===== src/rtl/cpu_bus_pkg.sv =====
// Shared types for the CPU data-bus controller.
// FSM state encoding, captured request bundle and address alignment mask.
package cpu_bus_pkg;

    typedef enum logic [1:0] {
        IDLE,
        REQ,
        RESP,
        DONE
    } dbus_state_t;

    typedef struct packed {
        logic [31:0] addr;
        logic [31:0] wdata;
        logic [3:0]  wmask;
        logic        we;
    } dbus_req_t;

    localparam logic [31:0] WORD_ALIGN_MASK = 32'hFFFF_FFFC;

endpackage


===== src/rtl/cpu_dbus_ctrl.sv =====
// Data-bus controller: captures a CPU load/store and runs it on a
// req/gnt/rvalid memory port, returning a registered word on bus_rdata.
// Ports: clk, rst (sync, active-high); CPU side bus_addr/wdata/wmask/
// ren/wen in, bus_rdata/done/err out; memory side mem_req/we/addr/
// wdata/wmask out, mem_gnt/rvalid/rdata in.
module cpu_dbus_ctrl
    import cpu_bus_pkg::*;
#(
    parameter int unsigned TIMEOUT_CYCLES = 64,
    parameter logic [31:0] ERR_RDATA      = 32'hFFFF_FFFF
) (
    input  logic        clk,
    input  logic        rst,
    input  logic [31:0] bus_addr,
    input  logic [31:0] bus_wdata,
    input  logic [3:0]  bus_wmask,
    input  logic        bus_ren,
    input  logic        bus_wen,
    output logic [31:0] bus_rdata,
    output logic        bus_done,
    output logic        bus_err,
    output logic        mem_req,
    output logic        mem_we,
    output logic [31:0] mem_addr,
    output logic [31:0] mem_wdata,
    output logic [3:0]  mem_wmask,
    input  logic        mem_gnt,
    input  logic        mem_rvalid,
    input  logic [31:0] mem_rdata
);

    localparam int CW = (TIMEOUT_CYCLES > 0) ?
                        $clog2(TIMEOUT_CYCLES + 1) : 1;
    localparam logic [CW-1:0] CNT_LAST =
        CW'((TIMEOUT_CYCLES > 0) ? TIMEOUT_CYCLES - 1 : 0);

    dbus_state_t state_q, state_d;
    dbus_req_t   req_q;
    logic [CW-1:0] cnt_q;
    logic [31:0] rdata_q;
    logic        err_q;
    logic        accept;
    logic        timeout;
    logic        to_hit;

    assign to_hit = (TIMEOUT_CYCLES != 0) && (cnt_q == CNT_LAST);

    // Completion has priority over timeout in the last allowed cycle.
    always_comb begin
        state_d = state_q;
        accept  = 1'b0;
        timeout = 1'b0;
        unique case (state_q)
            IDLE, DONE: begin
                accept  = bus_ren | bus_wen;
                state_d = accept ? REQ : IDLE;
            end
            REQ: begin
                if (mem_gnt && req_q.we) begin
                    state_d = DONE;
                end else if (to_hit) begin
                    timeout = 1'b1;
                    state_d = DONE;
                end else if (mem_gnt) begin
                    state_d = RESP;
                end
            end
            RESP: begin
                if (mem_rvalid) begin
                    state_d = DONE;
                end else if (to_hit) begin
                    timeout = 1'b1;
                    state_d = DONE;
                end
            end
            default: state_d = IDLE;
        endcase
    end

    always_ff @(posedge clk) begin
        if (rst) begin
            state_q <= IDLE;
            req_q   <= '0;
            cnt_q   <= '0;
            rdata_q <= '0;
            err_q   <= 1'b0;
        end else begin
            state_q <= state_d;
            err_q   <= timeout;
            if (accept) begin
                // A simultaneous ren/wen is resolved as a write.
                req_q.addr  <= bus_addr & WORD_ALIGN_MASK;
                req_q.wdata <= bus_wdata;
                req_q.wmask <= bus_wmask;
                req_q.we    <= bus_wen;
                cnt_q       <= '0;
            end else if (state_q == REQ || state_q == RESP) begin
                cnt_q <= cnt_q + 1'b1;
            end
            if (state_q == RESP && mem_rvalid) begin
                rdata_q <= mem_rdata;
            end else if (timeout && !req_q.we) begin
                rdata_q <= ERR_RDATA;
            end
        end
    end

    assign bus_done  = (state_q == IDLE) || (state_q == DONE);
    assign bus_err   = (state_q == DONE) && err_q;
    assign bus_rdata = rdata_q;
    assign mem_req   = (state_q == REQ);
    assign mem_we    = req_q.we;
    assign mem_addr  = req_q.addr;
    assign mem_wdata = req_q.wdata;
    assign mem_wmask = req_q.wmask;

    a_gnt_rvalid: assert property (
        @(posedge clk) disable iff (rst) !(mem_gnt && mem_rvalid));

    a_ren_wen: assert property (
        @(posedge clk) disable iff (rst) !(bus_ren && bus_wen));

endmodule


===== config.mk =====
export PLATFORM = sky130hd
export DESIGN_NAME = cpu_dbus_ctrl
export DESIGN_NICKNAME = d
export VERILOG_FILES = /design/src/rtl/cpu_bus_pkg.sv /design/src/rtl/cpu_dbus_ctrl.sv
export SDC_FILE = /design/constraint.sdc
export NUM_CORES = 1
export LEC_CHECK = 0
export CAP_MARGIN = 20
export CORE_ASPECT_RATIO = 0.75
export CORE_MARGIN = 5
export CORE_UTILIZATION = 44
export CTS_CLUSTER_SIZE = 30
export DETAILED_ROUTE_END_ITERATION = 7
export GPL_TIMING_DRIVEN = 1
export PLACE_DENSITY = 0.87
export SLEW_MARGIN = 20
export SYNTH_ARGS = -nofsm -noshare
export SYNTH_HDL_FRONTEND = slang
export SYNTH_SLANG_ARGS = --single-unit

===== constraint.sdc =====
create_clock -name clk -period 3.93 [get_ports clk]
set_input_delay 0.393 -clock clk [delete_from_list [all_inputs] [get_ports clk]]
set_output_delay 0.393 -clock clk [all_outputs]
set_load 0.005 [all_outputs]

======== Word level (Yosys, flattened, before mapping) ========
Index checks and enable logic that the tools add are counted.
storage, ports and cells
  bits in registers ....................... 109
  bits of input ports ..................... 106
  logic and storage cells ................. 42
cells by class
  add/subtract/negate cells ............... 1
  equality and inequality tests ........... 6
  multiplexer cells ....................... 14
  bitwise gates (word level) .............. 1
  reductions and logical operators ........ 12
operators with widths
  kind                 number
  $mux 32              2
  $mux 2               5
  $add 7x1->7 const B  1
  $eq 7x6->1 const B   1
  $pmux 2 s3           1
  $mux 1               5
  $eq 2x2->1 const B   2
  $logic_and 1x1->1    4
  $ne 4x1->1 const B   1
  $reduce_or 2->1      2
  $ne 3x3->1 const B   1
  $eq 2x1->1 const B   1
  $logic_not 2->1      1
  $logic_or 1x1->1     2
  $pmux 1 s2           1
  $reduce_and 2->1     1
  $reduce_bool 2->1    1
  $logic_not 1->1      1
  $or 1x1->1           1

======== Depth between registers and ports, before layout ========
  depth after elaboration ................. 7
  mapped depth ............................ 8
  depth with buffers taken out ............ 6

======== Worst setup path before layout ========
OpenSTA, ideal clock, no wires.
  kind .................................... reg2reg
  from .................................... register state_q[0]
  to ...................................... register rdata_q[11] (netlist: bus_rdata[11])
  library setup time ...................... 0.074 ns
  arrival time ............................ 1.789 ns
  required time ........................... 3.856 ns
  slack ................................... 2.067 ns
  stages on the path, launching flop included .. 9
  cell sequence ........................... dfxtp_1 inv_1 ha_1 buf_6 nand4b_4 o41ai_4 buf_6 nor2_1 nor3_2
on the way
  cells in the longest elaborated chain, start to end .. 4
ends and longest elaborated chain
  element                                          line                                       RTL
  start: declaration                               cpu_dbus_ctrl.sv:37                        dbus_state_t state_q, state_d;
  start signal: assignment                         cpu_dbus_ctrl.sv:88                        state_q <= state_d;
  $eq 2x2->1 / $eq 2x1->1 (equally long branches)  cpu_dbus_ctrl.sv:53, cpu_dbus_ctrl.sv:100
  $pmux 1 s2                                       cpu_dbus_ctrl.sv:53                        unique case (state_q)
  $logic_and 1x1->1                                cpu_dbus_ctrl.sv:102                       end else if (timeout && !req_q.we) begin
  $reduce_bool 2->1 (no source line)               n/a
  end signal: assignment                           cpu_dbus_ctrl.sv:101                       rdata_q <= mem_rdata;
  end: declaration                                 cpu_dbus_ctrl.sv:40                        logic [31:0] rdata_q;
Parallel ways exist; a longest one is shown, timed or not.
A chain may end at the register's enable or synchronous reset.

======== Worst setup path after layout ========
  from .................................... register state_q[1]
  to ...................................... output port mem_req
on the way
  cells in the longest elaborated chain, start to end .. 1
ends and longest elaborated chain
  element           line                  RTL
  $eq 2x1->1        cpu_dbus_ctrl.sv:111  assign mem_req = (state_q == REQ);
  end: declaration  cpu_dbus_ctrl.sv:22   output logic mem_req,
No other way between the ends.

==> out/metrics.cfg <==
[yosys]
synth_seq_cells=109
ys_seq_area_share_pct=48.4
avgSynthCellArea_um2=8.43
ys_warn_count=0
synth_cell_types=34
synthCells=535
syn-cell-area_um2=4510

[floorplanning]
ios=210
core_area_um2=10100
fp-row-count=32
die-area_um2=12400
die_h_um=97.7
die_w_um=127
initial_utilization_pct=44.5

[sta]
hold_viol=0
finalCriticalPeriod_ns=2.39
report.final.slew_viol_count=0
setup_violations=0
worstMarginPinSlew_ns=0.899
setup_tns_ns=0
slew_headroom_pct=40.1
rsz0062_at_grt=no
fmax_mhz=419
timing.final.crit_share_pct=60.8
skew_ns=0.00591

[setup_path]
crit_cells=4
path_max_fanout=31
cp-end-kind=output port
max_stage_delay_ns=0.58
path_class=flop to output port
reg2reg_from=state_q[0]$_SDFFE_PP0P_
path_buf_inv=3
ff2ff_path_depth=8
cp_slowest_cell=clkdlybuf4s50_1
path_cells=inv_1 > ha_1 > buf_4 > clkdlybuf4s50_1
crit_arrival_ns=2.00
cp_data_required_time_ns=3.54
reg2reg_to=bus_rdata[1]$_SDFFE_PP0P_
r2r_slack_ns=1.74
cp-start-kind=flop
worst_path_dominant_cell_family=buffers and inverters

[global_routing]
grt_pass1_vias=4194
grt_start_max_net_pins=75
antenna_found_initial=0
grtUsageTotal_pct=20.1
grt_first_pass_wirelength_um=20700
overflow=0

[power]
total_power_mw=4.16
leakage_nw=2.44
p_per_area_nw_per_um2=607
ir_drop_uv=535

[placement]
dp_hpwl_um=9350
place_congestion=0.841
io_buffers=205
placed_cell_area_um2=6570

[cells_and_area]
drive_gt1_share_pct=8.38
final_common_cell=clkdlybuf4s50_1
design_area_um2=6850
synthToLayoutAreaGrowth_pct=52.0
fin_nets=821
layout_common_cells=clkdlybuf4s50_1 (204), nand2_1 (137), dfxtp_1 (109)
fill_cells=781
n_antenna_cell=0

[clocking]
htree_num_levels=3
cts_setup_buffers=0
postCtsHoldBufs=0
cts_resized=0
clk_pin_slew_worst_paths_ns=0.07
cts_inserted_buffers=9
cts-root-buf=clkbuf_16
clock-sinks=109
cts_tree=built
clk_latency_ns=0.33
clk_path_buf_depth=2

[detailed_routing]
wire_per_inst_um=15.3
drt-initial-drc-count=239
drt-vias-per-instance=5.10
first_pass_iters=4
vias=4348
ant_nets=0
remaining_drc_errors=0
wirelength_um=13000

[hold_path]
hold_path.class=flop to flop
holdPathEnd=mem_wdata[27]$_SDFFE_PP0P_
hold_path_depth=2
min-delay-start=mem_wdata[27]$_SDFFE_PP0P_

[status]
status=complete, no violations

[job]
cap_violations=0

## registers in the layout, indices dropped and copies added, names as in the netlist
signal,count
mem_wmask,4
err_q,1
mem_wdata,32
bus_rdata,32
mem_we,1
mem_addr,30
state_q,2
cnt_q,7
## cells in the mapped netlist
| master | number | share of area [%] |
|---|---|---|
| nand2b_1 | 1 | 0.14 |
| buf_6 | 4 | 1.0 |
| buf_2 | 5 | 0.56 |
| nand2_1 | 137 | 11 |
| ha_1 | 4 | 1.1 |
| o41ai_1 | 1 | 0.19 |
| and4b_1 | 1 | 0.22 |
| nand3_1 | 2 | 0.22 |
| o41ai_4 | 1 | 0.61 |
| nand3b_1 | 32 | 5.3 |
| buf_4 | 2 | 0.33 |
| buf_1 | 4 | 0.33 |
| o21ai_1 | 1 | 0.11 |
| nor3_1 | 3 | 0.33 |
| o21a_1 | 1 | 0.17 |
| a21oi_1 | 70 | 7.8 |
| conb_1 | 1 | 0.083 |
| nor4b_1 | 1 | 0.19 |
| dfxtp_1 | 109 | 48 |
| xnor2_1 | 3 | 0.58 |
| xor2_1 | 3 | 0.58 |
| nor3_2 | 30 | 6.7 |
| clkbuf_1 | 32 | 2.7 |
| inv_1 | 3 | 0.25 |
| o31ai_1 | 32 | 5.3 |
| nor2_2 | 2 | 0.28 |
| nand4b_4 | 1 | 0.53 |
| nor2b_1 | 2 | 0.28 |
| o32ai_1 | 1 | 0.19 |
| mux2i_1 | 1 | 0.22 |
| and2_1 | 1 | 0.14 |
| or4_1 | 1 | 0.17 |
| nor2_1 | 42 | 3.5 |
| o21ai_0 | 1 | 0.11 |
## worst min-delay path: stages, from the launching register on
cell and delay, ns:
dfxtp_1 0.31, nand2_1 0.05, a21oi_1 0.05
## through the flow
step	std cells	util, %	worst slack [ns]	hold slack (ns)
CTS	852	67.6	1.51	0.458
finish	852	67.7	1.54	0.453
detailed placement	836	64.9	1.51	0.449
global placement	836	64.9	1.57	0.442
global route	852	67.7	1.46	0.476
floorplan	536	-	2.07	0.453
## layer usage
layer / up-vias / share of wire, % / GRT usage [%] / routed length [um]
li1: 2145 / - / - / -
met1: 2036 / 40 / 23.3 / 5200
met2: 150 / 51 / 36.0 / 6660
met3: 17 / 7.5 / 5.77 / 977
met4: 0 / 1.6 / 5.69 / 204
met5: - / 0 / 0 / 0
## cell type report
cell class	instances	area [um2]	share of cell area, %
sequential	109	2180	31.8
multi-input combinational	377	2120	30.9
timing repair buffer	211	2090	30.6
clock buffer	9	225	3.29
tap	136	170	2.48
clock inverter	7	50.0	0.730
inverter	3	11.3	0.164
## worst max-delay path by stage
| stage | start | endpoint | slack, ns |
|---|---|---|---|
| detailed placement | bus_wen | state_q[0]$_SDFFE_PP0P_ | 1.51 |
| global placement | bus_wen | state_q[0]$_SDFFE_PP0P_ | 1.57 |
| CTS | state_q[0]$_SDFFE_PP0P_ | state_q[0]$_SDFFE_PP0P_ | 1.51 |
| floorplan | state_q[0]$_SDFFE_PP0P_ | bus_rdata[11]$_SDFFE_PP0P_ | 2.07 |
| finish | state_q[1]$_SDFFE_PP0P_ | mem_req | 1.54 |
| global route | state_q[1]$_SDFFE_PP0P_ | mem_req | 1.46 |
## cells by family after synthesis
| logic type | count (synthesis) | share of synthesized area, % |
|---|---|---|
| other cells | 1 | 0.0832 |
| fa+ha+maj | 4 | 1.11 |
| buf+inv | 50 | 5.13 |
| xor+xnor | 6 | 1.17 |
| flops | 109 | 48.4 |
| compound gates | 108 | 14.5 |
| simple gates | 256 | 29.4 |
| mux | 1 | 0.222 |
## report_power, final
group	total [mW]	switching, mW	internal, mW
Sequential	1.44	0.120	1.32
Combinational	1.88	1.04	0.844
Clock	0.838	0.404	0.434
Total	4.16	1.56	2.60
Note: power is estimated with default switching activity, not from simulation.
